## config.mk

```make
export PLATFORM = sky130hd
export DESIGN_NAME = decoder_scan_sequencer
export DESIGN_NICKNAME = d
export VERILOG_FILES = /design/src/rtl/decoder_scan_sequencer_pkg.sv /design/src/rtl/decoder_scan_sequencer_next_ch.sv /design/src/rtl/decoder_scan_sequencer.sv
export SDC_FILE = /design/constraint.sdc
export NUM_CORES = 1
export LEC_CHECK = 0
export CORE_UTILIZATION = 45
export DETAILED_ROUTE_END_ITERATION = 7
export PLACE_DENSITY = 0.66
export SLEW_MARGIN = 15
export SYNTH_ARGS = -nofsm -noshare
export SYNTH_HDL_FRONTEND = slang
export SYNTH_HIERARCHICAL = 1
export SYNTH_SLANG_ARGS = --single-unit
```

## constraint.sdc

```tcl
create_clock -name clk -period 8.3 [get_ports clk]
set_input_delay 0.83 -clock clk [delete_from_list [all_inputs] [get_ports clk]]
set_output_delay 0.83 -clock clk [all_outputs]
set_load 0.01 [all_outputs]
```

## src/rtl/decoder_scan_sequencer_pkg.sv

```systemverilog
// Shared types and defaults for the decoder scan sequencer.
package decoder_scan_pkg;

  localparam int SEL_W_DEF = 2;
  localparam int CNT_W_DEF = 8;

  typedef enum logic [1:0] {
    ST_IDLE   = 2'b00,
    ST_BLANK  = 2'b01,
    ST_ACTIVE = 2'b10
  } state_e;

endpackage

```

## src/rtl/decoder_scan_sequencer_next_ch.sv

```systemverilog
// Combinational channel finder: next enabled channel above cur, lowest enabled, flags.
module next_ch_find #(
  parameter int SEL_W = 2
) (
  input  logic [(1<<SEL_W)-1:0] mask,
  input  logic [SEL_W-1:0]      cur,
  output logic [SEL_W-1:0]      nxt,
  output logic [SEL_W-1:0]      low,
  output logic                  last,
  output logic                  none
);
  localparam int NCH = 1 << SEL_W;

  // Descending scans so the lowest qualifying index is the one left standing.
  always_comb begin
    nxt  = cur;
    low  = '0;
    last = 1'b1;
    for (int i = NCH - 1; i >= 0; i--) begin
      if (mask[i]) low = SEL_W'(i);
      if (mask[i] && (i > int'(cur))) begin
        nxt  = SEL_W'(i);
        last = 1'b0;
      end
    end
    none = ~|mask;
  end

endmodule

```

## src/rtl/decoder_scan_sequencer.sv

```systemverilog
// Walks a decoder select through enabled channels with break-before-make blanking.
module decoder_scan_sequencer
  import decoder_scan_pkg::*;
#(
  parameter int SEL_W     = SEL_W_DEF,
  parameter int CNT_W     = CNT_W_DEF,
  parameter int BLANK_CYC = 2
) (
  input  logic                  clk,
  input  logic                  rst_n,
  input  logic                  start,
  input  logic                  stop,
  input  logic                  continuous,
  input  logic [CNT_W-1:0]      dwell,
  input  logic [(1<<SEL_W)-1:0] ch_mask,
  output logic [SEL_W-1:0]      sel_out,
  output logic                  en_out,
  output logic                  busy,
  output logic                  frame_done
);
  localparam int NCH = 1 << SEL_W;
  localparam int BW  = (BLANK_CYC > 0) ? $clog2(BLANK_CYC + 1) : 1;
  localparam logic [BW-1:0] BLANK_LAST = (BLANK_CYC > 0) ? BW'(BLANK_CYC - 1) : '0;

  state_e              state, state_nx;
  logic [SEL_W-1:0]    sel_nx;
  logic                en_nx, busy_nx, fd_nx;
  logic [CNT_W-1:0]    dwell_lat, dwell_lat_nx, dwell_cnt, dwell_cnt_nx;
  logic [NCH-1:0]      mask_lat, mask_lat_nx;
  logic                cont_lat, cont_lat_nx;
  logic [BW-1:0]       blank_cnt, blank_cnt_nx;

  logic [NCH-1:0]      f_mask;
  logic [SEL_W-1:0]    f_nxt, f_low, wrap_low;
  logic                f_last, f_none;

  // In IDLE the finder looks at the live mask to pick the first channel;
  // mid-frame it walks the latched one.
  assign f_mask = (state == ST_IDLE) ? ch_mask : mask_lat;

  next_ch_find #(.SEL_W(SEL_W)) u_find (
    .mask (f_mask),
    .cur  (sel_out),
    .nxt  (f_nxt),
    .low  (f_low),
    .last (f_last),
    .none (f_none)
  );

  // Wrap target comes from the live mask, which is re-latched at the same edge.
  always_comb begin
    wrap_low = '0;
    for (int i = NCH - 1; i >= 0; i--)
      if (ch_mask[i]) wrap_low = SEL_W'(i);
  end

  always_ff @(posedge clk or negedge rst_n) begin
    if (!rst_n) begin
      state      <= ST_IDLE;
      sel_out    <= '0;
      en_out     <= 1'b0;
      busy       <= 1'b0;
      frame_done <= 1'b0;
      dwell_lat  <= '0;
      dwell_cnt  <= '0;
      mask_lat   <= '0;
      cont_lat   <= 1'b0;
      blank_cnt  <= '0;
    end else begin
      state      <= state_nx;
      sel_out    <= sel_nx;
      en_out     <= en_nx;
      busy       <= busy_nx;
      frame_done <= fd_nx;
      dwell_lat  <= dwell_lat_nx;
      dwell_cnt  <= dwell_cnt_nx;
      mask_lat   <= mask_lat_nx;
      cont_lat   <= cont_lat_nx;
      blank_cnt  <= blank_cnt_nx;
    end
  end

  always_comb begin
    state_nx     = state;
    sel_nx       = sel_out;
    en_nx        = en_out;
    busy_nx      = busy;
    fd_nx        = 1'b0;
    dwell_lat_nx = dwell_lat;
    dwell_cnt_nx = dwell_cnt;
    mask_lat_nx  = mask_lat;
    cont_lat_nx  = cont_lat;
    blank_cnt_nx = blank_cnt;

    unique case (state)
      ST_IDLE: begin
        if (start && !stop && !f_none) begin
          dwell_lat_nx = (dwell == '0) ? CNT_W'(1) : dwell;
          mask_lat_nx  = ch_mask;
          cont_lat_nx  = continuous;
          sel_nx       = f_low;
          state_nx     = ST_BLANK;
        end
      end
      ST_BLANK: begin
        if (stop) state_nx = ST_IDLE;
        else if (blank_cnt == BLANK_LAST) begin
          state_nx     = ST_ACTIVE;
          en_nx        = 1'b1;
          dwell_cnt_nx = '0;
        end else blank_cnt_nx = blank_cnt + 1'b1;
      end
      ST_ACTIVE: begin
        if (stop) state_nx = ST_IDLE;
        else if (dwell_cnt == dwell_lat - 1'b1) begin
          if (!f_last) begin
            sel_nx   = f_nxt;
            state_nx = ST_BLANK;
          end else begin
            fd_nx = 1'b1;
            if (cont_lat && ch_mask != '0) begin
              dwell_lat_nx = (dwell == '0) ? CNT_W'(1) : dwell;
              mask_lat_nx  = ch_mask;
              cont_lat_nx  = continuous;
              sel_nx       = wrap_low;
              state_nx     = ST_BLANK;
            end else state_nx = ST_IDLE;
          end
        end else dwell_cnt_nx = dwell_cnt + 1'b1;
      end
      default: state_nx = ST_IDLE;
    endcase

    // Common entry actions; a zero-blank build skips BLANK entirely.
    if (state_nx == ST_IDLE) begin
      en_nx   = 1'b0;
      busy_nx = 1'b0;
    end else if (state_nx == ST_BLANK && state_nx != state || (state == ST_ACTIVE && state_nx == ST_BLANK)) begin
      busy_nx      = 1'b1;
      blank_cnt_nx = '0;
      if (BLANK_CYC == 0) begin
        state_nx     = ST_ACTIVE;
        en_nx        = 1'b1;
        dwell_cnt_nx = '0;
      end else en_nx = 1'b0;
    end
  end

endmodule

```

# Word level (Yosys, flattened, before mapping)
# Index checks and enable logic that the tools add are counted.
# op_classes
n_addsub	3
mul	0
n_div	0
order_cmp	3
eq_ne	17
n_shift	0
mux	69
bitwise_logic	0
n_reduce_logical	24
# op_table
operator	n
8-bit two-way mux	10
2-bit two-way mux	26
8-bit case mux with 2 select lines	2
4-bit two-way mux	6
1-bit two-way mux	21
2-bit != test, second input constant	7
6-bit AND reduction	2
8-bit by 1-bit adder with 8-bit output, second input constant	1
8-bit == test	1
1-bit logical AND	8
8-bit logical NOT	1
4-bit case mux with 2 select lines	1
8-bit by 1-bit subtractor with 8-bit output, second input constant	1
2-bit by 1-bit == test with 1-bit output, second input constant	3
2-bit case mux with 3 select lines	1
2-bit nonzero test	3
3-bit nonzero test	2
5-bit by 2-bit != test with 1-bit output, second input constant	1
5-bit AND reduction	1
2-bit > comparator, first input constant	2
2-bit logical NOT	2
2-bit case mux with 2 select lines	1
4-bit nonzero test	1
4-bit OR reduction	1
11 further kinds	11
# word_totals
regBits	30
latch_bits	0
ramBits	0
romBits	0
inputBits	17
out_inout_bits	5
wordCells	126
n_memories	0

# Depth between registers and ports, before layout
# Gate-level depths: netlist (run 1).
# logic_depth
depth_word	15
depth_mapped	12

# Modules after synthesis
# The synthesis (run 1) kept the hierarchy.
# by_module_without_submodules
module	n_inst	cells_per_inst	area_per_inst_um2	seq_area_each_um2
decoder_scan_sequencer	1	232	2073.2	750.7
next_ch_find	1	16	93.8	0.0

# Worst setup path before layout (run 1)
# No wires, ideal clock.
# synth_timing
path_kind	input-to-reg
start	in ch_mask[1]
end	reg sel_out[0]
setup_ps	125
arrival_time_ps	2740
required_ps	8175
slack_ps	5435
cell_stages	9
n_path_buf	0
path_cell_list	mux2_2 > nor2b_1 > nor2_1 > a2bb2oi_1 > nand2_1 > and2_1 > and4_1 > a21oi_1 > mux2_2
# synth_between
elab_chain_cells	7
word_cells_on_any_way	22
# synth_rtl
element	line_no	rtl
start, declared	decoder_scan_sequencer.sv:15	input logic [(1<<SEL_W)-1:0] ch_mask,
4-bit two-way mux *	decoder_scan_sequencer.sv:39	assign f_mask = (state == ST_IDLE) ? ch_mask : mask_lat;
1-bit logical AND *	decoder_scan_sequencer_next_ch.sv:21	if (mask[i] && (i > int'(cur))) begin
1-bit two-way mux *	decoder_scan_sequencer_next_ch.sv:21	
via f_last	decoder_scan_sequencer.sv:35	logic f_last, f_none;
2-bit two-way mux	decoder_scan_sequencer.sv:116	if (!f_last) begin
2-bit two-way mux	decoder_scan_sequencer.sv:115	else if (dwell_cnt == dwell_lat - 1'b1) begin
2-bit two-way mux	decoder_scan_sequencer.sv:114	if (stop) state_nx = ST_IDLE;
2-bit case mux with 2 select lines	decoder_scan_sequencer.sv:95	unique case (state)
end signal, assigned	decoder_scan_sequencer.sv:71	sel_out <= sel_nx;
end, declared	decoder_scan_sequencer.sv:16	output logic [SEL_W-1:0] sel_out,
# The timed path passes the listed nets; every way through them passes the cells marked *. The select of a mux whose other input is x is not followed.
# A chain may end at the register's enable or synchronous reset.

# Worst setup path after layout (run 1)
# layout_timing
start	in ch_mask[1]
end	reg dwell_lat[6]
# layout_between
elab_chain_cells	5
word_cells_on_any_way	11
# layout_rtl
element	line_no	rtl
4-bit two-way mux	decoder_scan_sequencer.sv:39	
via f_mask[1]	decoder_scan_sequencer.sv:33	logic [NCH-1:0] f_mask;
1-bit logical AND	decoder_scan_sequencer_next_ch.sv:21	
1-bit two-way mux	decoder_scan_sequencer_next_ch.sv:21	
via f_last	decoder_scan_sequencer.sv:35	
2-bit != test (no line)	n/a	
6-bit AND reduction (no line)	n/a	
end signal, assigned	decoder_scan_sequencer.sv:75	dwell_lat <= dwell_lat_nx;
end, declared	decoder_scan_sequencer.sv:28	logic [CNT_W-1:0] dwell_lat, dwell_lat_nx, dwell_cnt, dwell_cnt_nx;
# The timed path passes the listed nets, and every way through them passes these cells.

==> reports/metrics.cfg, run 1 <==
[floorplanning]
die_h_um=71.40
die_w_um=71.40
ios=22
die_area_um2=5097
core_um2=4504
rows=24
initial_utilization=0.4811

[yosys]
synth_top_cell_area_share=0.3464
netlist_area_um2=2167
yosysSeqAreaShare=0.3464
synth_ff_type=dfrtp_1
yosysWarnings=6
synth_cell_types=48
synthCells=248
ys_top_cells_by_area=dfrtp_1, nand2_1, o211ai_2, nand4_1, mux2i_1
ys_seq_elements=30
netlist_top_cells_count=nand2_1, dfrtp_1, nand4_1
synth_most_common_cell=nand2_1
yosysTopAreaCell=dfrtp_1
synthArstFlopShare=1.000
avgSynthCellArea_um2=8.738
syn_nets=267
synth-edff-count=0

[drt]
drtAntennaViolNets=0
wl_per_cell_um=15.16
dr_total_vias=1840
drt_iter0_markers=99
drcViolationCount=0
totalWireLength_um=4805
drtPass1Iterations=4
via_per_inst=5.804

[setup_path]
setup.worst_path.start_class=primary input
slowest_delay_ns=0.65
critPathCaptureType=flip-flop
critPathMaxFanout=14
worst-path-buf-inv=1
critPathKind=in2reg
critical-path-top-delay-family=simple AND/OR/NAND/NOR gates
cp_cell_sequence=clkdlybuf4s50_1, mux2_2, nor2b_1, nor2_1, a2bb2oi_1, nand2_1, nor2_1, and3_4, o211ai_1
crit_arrival_ns=3.63
required_ns=8.46
crit_top_cell=nor2_1
slowest_stage=nor2_1

[global_routing]
grtUsageTotal=0.2146
grt_pass1_vias=1804
antenna_found_initial=0
grt_max_degree=31
grt_pass1_wl_um=8631
grt_overflow_total=0

[sta]
period_needed_ns=3.468
max_freq_mhz=288.3
relSlewSlack=0.3447
tightest_slew_ns=0.9793
rsz0062_at_grt=no
fin_setup_tns_ns=0
final-max-slew-violation-count=0
fin_skew_ns=0.003961
holdWs_ns=0.5198
finalHoldViolCount=0
post-route-period-util=0.4179
setup-violations-final=0

[finish]
drive_above_1_share=0.1321
antenna_cells=0
nets=283
area_growth_pct=14.15
layoutNonFillerInstCount=317
final_util=0.5492

[clocking]
numCtsBuffers=5
cts.sinks=30
cts_tree=done
clock_path_buffers=2
cts_root_buf=clkbuf_8
hold_buffers=0
cts.clk_slew.worst_paths_ns=0.07
cts_resized=0
htree_levels=2
post-cts-setup-buffer-count=0
clk_latency_ns=0.29

[worst_hold_path]
hp-class=reg2reg

[power_and_ir_drop]
leakagePower_nw=1.020
p_per_area_nw_per_um2=307.1
ir_drop_v=0.0001331

[placed_design]
port_buffers=21
place_congestion=0.8227
dp.cells=309
hpwl_um=3437

[flow_run]
cap_violations=0

[run_status]
outcome=finished clean

state kept, by name, indices dropped and copies added (netlist names), 2 cells and up:
register	flops
blank_cnt	2
dwell_lat	8
dwell_cnt	8
state	2
sel_out	2
mask_lat	4
worst paths after layout:
kind / startpoint / endpoint / slack (ns) / depth (start not counted)
max in group asynchronous: rst_n / blank_cnt[0]$_DFF_PN0_ / 7.09 / 2
min reg2reg: en_out$_DFFE_PN0P_ / en_out$_DFFE_PN0P_ / 0.52 / 1
max: ch_mask[1] / dwell_lat[6]$_DFFE_PN0P_ / 4.83 / 9
min in group asynchronous: rst_n / cont_lat$_DFFE_PN0P_ / 0.92 / 2
max reg2reg: state[1]$_DFF_PN0_ / dwell_lat[6]$_DFFE_PN0P_ / 5.01 / 9
min: en_out$_DFFE_PN0P_ / en_out$_DFFE_PN0P_ / 0.52 / 1
per-layer routing:
layer | vias to the layer above | track usage | share of wire
met5 | - | 0 | 0
met4 | 0 | 0.07333 | 0.011
met3 | 5 | 0.03376 | 0.035
met2 | 29 | 0.3407 | 0.46
met1 | 878 | 0.2990 | 0.50
li1 | 928 | - | -
layout make-up:
cell class | instances | area, µm²
Inverter | 7 | 26.28
Clock buffer | 5 | 68.82
Multi-Input combinational cell | 198 | 1300
Sequential cell | 30 | 750.7
Clock inverter | 3 | 45.04
Fill cell | 436 | 2031
Tap cell | 52 | 65.06
Timing Repair Buffer | 22 | 217.7
placed cells by master (no fill, tap or decap), drive strengths merged, types with 6 or more instances in the layout:
cell	n
a21oi	15
clkdlybuf4s50	21
dfrtp	30
inv	7
mux2	6
mux2i	10
nand2	50
nand3	7
nand4	17
nor2	14
nor3	6
o211ai	13
xnor2	7
worst register-to-register path: cells and delay by family (launching register included):
| kind | cells | cell delay (ns) |
|---|---|---|
| flops | 1 | 0.46 |
| simple gates | 6 | 1.79 |
| mux | 1 | 0.42 |
| compound gates | 2 | 0.49 |
per-stage QoR:
step	power, W	cell area [µm²]	worst slack, ns
global route	0.0008173	2474	4.553
CTS	0.0007581	2474	4.802
floorplan	0.0005402	2167	5.435
finish	0.0007597	2474	4.832
global placement	0.0006031	2360	4.571
detailed placement	0.0006062	2360	4.515
where the power goes:
group / leakage, nW / internal, W / total, W / switching, W
Combinational: 0.581 / 0.000147 / 0.000346 / 0.000198
Clock: 0.0504 / 0.0000892 / 0.000151 / 0.0000621
Sequential: 0.388 / 0.000195 / 0.000263 / 0.0000680
Total: 1.02 / 0.000431 / 0.000760 / 0.000328
cells by family after synthesis:
family          synth area share
buf+inv                  0.05369
fa+ha+maj                0.01155
mux                      0.07737
flops                     0.3464
simple gates              0.2864
xor+xnor                 0.03984
compound gates            0.1848
Power figures use the tool's default switching activity.
==> run 2: changes to the inputs <==
PLACE_DENSITY = 0.68   (was 0.66)
clock period = 3.18 ns   (was 8.3 ns; I/O delays follow)
==> reports/metrics.cfg, run 2 (synthesis results as in run 1) <==
[run_status]
outcome=finished clean

[sta]
final-max-slew-violation-count=0
fin_setup_tns_ns=0
setup-violations-final=0
max_freq_mhz=341.0
relSlewSlack=0.5902
post-route-period-util=0.9222
period_needed_ns=2.932
finalHoldViolCount=0
holdWs_ns=0.4124
fin_skew_ns=0.004508
tightest_slew_ns=0.6091
setup_ws_ns=0.2475
rsz0062_at_grt=no

[global_routing]
grt_pass1_vias=1705
grt_overflow_total=0
grtUsageTotal=0.2122
use_met2=0.3323
use_met3=0.04641
grt.busiest_layer=met2
antenna_found_initial=0
met1_usage=0.2911
grt_max_degree=31
grt_pass1_wl_um=8342

[placed_design]
pre_cts_ws_ns=0.2685
port_buffers=21
place_congestion=0.7813
hpwl_um=3553

[drt]
drt_iter0_markers=94
drtPass1Iterations=4
wl_per_cell_um=15.47
dr_total_vias=1912
drcViolationCount=0
via_per_inst=5.920
totalWireLength_um=4996
drtAntennaViolNets=0

[floorplanning]
initial_utilization=0.4811
die_h_um=71.40
die_w_um=71.40
core_um2=4504
ios=22
die_area_um2=5097
rows=24

[finish]
nets=289
drive_above_1_share=0.1476
final_common_cell=nand2_1
antenna_cells=0
top_regs=dwell_cnt: 8 flops, dwell_lat: 8 flops, mask_lat: 4 flops
seq_area_um2=750.7
layout_common_cells=nand2_1, dfrtp_1, clkdlybuf4s50_1
area_growth_pct=15.18
multi_input_area_um2=1300
final_util=0.5542
n_fill_cell=443

[clocking]
cts_tree=done
cts.sinks=30
post-cts-setup-buffer-count=0
cts_root_buf=clkbuf_8
clk_latency_ns=0.29
cts_resized=0
numCtsBuffers=5
cts.clk_slew.worst_paths_ns=0.07
clock_path_buffers=2
htree_levels=2
hold_buffers=0

[setup_path]
critPathMaxFanout=8
critPathCaptureType=flip-flop
r2r_slack_ns=0.25
crit_arrival_ns=3.11
setup.worst_path.start_class=flip-flop
r2r-end=sel_out[1]$_DFFE_PN0P_
reg2regPathDepth=10
rr_startpoint=state[1]$_DFF_PN0_
required_ns=3.36
critPathKind=reg2reg

[flow_run]
cap_violations=0

[power_and_ir_drop]
pwr-share-clk=0.165
p_seq_frac=0.346
p_per_area_nw_per_um2=790.0
p_sw_frac=0.4354
p_int_w=0.001113
ir_drop_v=0.0003978
p_comb_frac=0.489
leakagePower_nw=1.050
finalPower_w=0.001972
p_sw_w=0.0008585

[worst_hold_path]
hp-class=in2async

-- run 2: changes by cell type in the layout (fill, tap and decap cells not counted), sizes merged --
cell,change
buf,+6
bufinv,-1
clkbuf,+2
clkinv,+1
clkinvlp,-2
-- run 2: how the worst max path moves through the flow --
| stage | startpoint | endpoint | slack (ns) | depth (start not counted) |
|---|---|---|---|---|
| after floorplan | state[1]$_DFF_PN0_ | sel_out[0]$_DFFE_PN0P_ | 0.37 | 10 |
| after global placement | ch_mask[1] | sel_out[0]$_DFFE_PN0P_ | 0.36 | 10 |
| after detailed placement | state[1]$_DFF_PN0_ | sel_out[1]$_DFFE_PN0P_ | 0.27 | 10 |
| after CTS | state[1]$_DFF_PN0_ | sel_out[1]$_DFFE_PN0P_ | 0.24 | 10 |
| after global routing | state[1]$_DFF_PN0_ | sel_out[0]$_DFFE_PN0P_ | 0.01 | 10 |
| final | state[1]$_DFF_PN0_ | sel_out[1]$_DFFE_PN0P_ | 0.25 | 10 |
-- run 2: layer usage --
| metal | vias to the layer above | part of all wire |
|---|---|---|
| met3 | 7 | 0.034 |
| li1 | 946 | - |
| met4 | 0 | 0.013 |
| met1 | 927 | 0.49 |
| met5 | - | 0 |
| met2 | 32 | 0.46 |
-- run 2: power by group through the flow --
stage	clock (W)	sequential (W)	combinational [W]
floorplan	0	0.000631	0.000779
global placement	0	0.000685	0.000945
detailed placement	0	0.000687	0.000950
CTS	0.000334	0.000682	0.000956
global route	0.000350	0.000700	0.00107
finish	0.000326	0.000682	0.000964
-- run 2: layout make-up --
cell class                      count  share of cell area
Clock buffer                        7             0.03459
Clock inverter                      1            0.002005
Inverter                            7             0.01053
Multi-Input combinational cell    198              0.5208
Sequential cell                    30              0.3008
Tap cell                           52             0.02607
Timing Repair Buffer               28              0.1053
-- run 2: metrics by stage --
| stage | std cells | cell area (µm²) |
|---|---|---|
| 5_1_grt | 323 | 2496 |
| 2_1_floorplan | 248 | 2167 |
| 4_1_cts | 323 | 2496 |
| 6_report | 323 | 2496 |
| 3_5_place_dp | 315 | 2405 |
| 3_3_place_gp | 315 | 2405 |
-- run 2: critical path, stage by stage (launching register included) --
cell and delay, ns:
dfrtp_1 0.45, nor2_1 0.30, mux2_2 0.42, nor2b_1 0.16, nor2_1 0.09, a2bb2oi_1 0.21, nand2_1 0.12, and2_1 0.18
and4_1 0.18, a21oi_1 0.32, mux2_2 0.37
==> run 3: changes to the inputs <==
PLACE_DENSITY = 0.64   (was 0.68)
==> reports/metrics.cfg, run 3 (synthesis results as in run 1) <==
[sta]
final-max-slew-violation-count=0
fin_setup_tns_ns=0
setup_ws_ns=0.2599
setup-violations-final=0
max_freq_mhz=342.5
fin_skew_ns=0.003567
post-route-period-util=0.9183
finalHoldViolCount=0
relSlewSlack=0.5588
period_needed_ns=2.920
rsz0062_at_grt=no
tightest_slew_ns=0.6557

[floorplanning]
initial_utilization=0.4811
ios=22
die_area_um2=5097
die_h_um=71.40
core_um2=4504
die_w_um=71.40
rows=24

[setup_path]
cp_cell_sequence=nor2_1, mux2_2, nor2b_1, nor2_1, a2bb2oi_1, nand2_1, and2_1, and4_1, a21oi_1, mux2_2
slowest_stage=dfrtp_1
critPathMaxFanout=8
required_ns=3.35
slowest_delay_ns=0.46
critPathCaptureType=flip-flop
critPathKind=reg2reg
setup.worst_path.start_class=flip-flop
crit_arrival_ns=3.09

[global_routing]
grt_pass1_vias=1738
grt_max_degree=31
grt_pass1_wl_um=8280
antenna_found_initial=0
grtUsageTotal=0.2089
grt_overflow_total=0

[drt]
wl_per_cell_um=15.47
dr_total_vias=1908
drt_iter0_markers=162
drcViolationCount=0
drtAntennaViolNets=0
totalWireLength_um=4980
drtPass1Iterations=4
via_per_inst=5.925

[run_status]
outcome=finished clean

[finish]
antenna_cells=0
drive_above_1_share=0.1481
seq_area_um2=750.7
nets=289
multi_input_area_um2=1300
layout_common_cells=nand2_1, dfrtp_1, clkdlybuf4s50_1
top_regs=dwell_cnt: 8 flops, dwell_lat: 8 flops, mask_lat: 4 flops
final_common_cell=nand2_1
final_util=0.5514
design_area_um2=2484
area_growth_pct=14.61
n_fill_cell=414

[clocking]
cts.sinks=30
numCtsBuffers=5
cts.clk_slew.worst_paths_ns=0.06
clk_latency_ns=0.28
post-cts-setup-buffer-count=0
clock_path_buffers=2
cts_tree=done
htree_levels=2
hold_buffers=0
cts_root_buf=clkbuf_8
cts_resized=0

[placed_design]
pre_cts_ws_ns=0.2777
place_congestion=0.7925
hpwl_um=3556
placed_cell_area_um2=2405
port_buffers=21

[power_and_ir_drop]
leakagePower_nw=1.045
ir_drop_v=0.0003733
finalPower_w=0.001939
p_per_area_nw_per_um2=780.8

[flow_run]
cap_violations=0

[worst_hold_path]
hp-class=in2async

-- run 3: cell count changes in the layout (fill, tap and decap cells not counted) --
cell	before	now
clkbuf_8	6	5
clkinv_2	1	2
clkbuf_1	1	0
-- run 3: critical path: cells and delay by family (launching register included) --
family          cells  cell delay (ns)
simple gates        6             1.04
mux                 2             0.79
compound gates      2             0.52
flops               1             0.46
-- run 3: path summary, 6_finish.rpt --
kind	startpoint	end	slack (ns)	cells past startpoint
max in group asynchronous	rst_n	state[1]$_DFF_PN0_	2.47	2
setup / recovery	state[1]$_DFF_PN0_	sel_out[1]$_DFFE_PN0P_	0.26	10
hold reg to reg	en_out$_DFFE_PN0P_	en_out$_DFFE_PN0P_	0.52	1
min in group clk	en_out$_DFFE_PN0P_	en_out$_DFFE_PN0P_	0.52	1
hold / removal	rst_n	mask_lat[2]$_DFFE_PN0P_	0.43	2
setup reg to reg	state[1]$_DFF_PN0_	sel_out[1]$_DFFE_PN0P_	0.26	10
-- run 3: layer usage --
| metal | part of all wire | vias to the layer above | global-route usage |
|---|---|---|---|
| li1 | - | 945 | - |
| met1 | 0.49 | 917 | 0.2807 |
| met2 | 0.47 | 37 | 0.3333 |
| met3 | 0.026 | 9 | 0.04079 |
| met4 | 0.015 | 0 | 0.08000 |
| met5 | 0 | - | 0 |
-- run 3: cell type report --
type | instances | share of cell area
Timing Repair Buffer | 28 | 0.1058
Clock inverter | 2 | 0.004030
Multi-Input combinational cell | 198 | 0.5234
Inverter | 7 | 0.01058
Sequential cell | 30 | 0.3023
Clock buffer | 5 | 0.02771
Tap cell | 52 | 0.02620
-- run 3: power breakdown --
part	switching, W	leakage [nW]	internal, W
Clock	0.000151	0.0438	0.000147
Sequential	0.000175	0.388	0.000508
Combinational	0.000528	0.613	0.000431
Total	0.000854	1.05	0.00109
-- run 3: per-stage QoR --
stage,cells,hold WS (ns)
CTS,322,0.4370
global route,322,0.4806
floorplan,248,0.02241
global placement,315,0.5070
detailed placement,315,0.5084
finish,322,0.4269
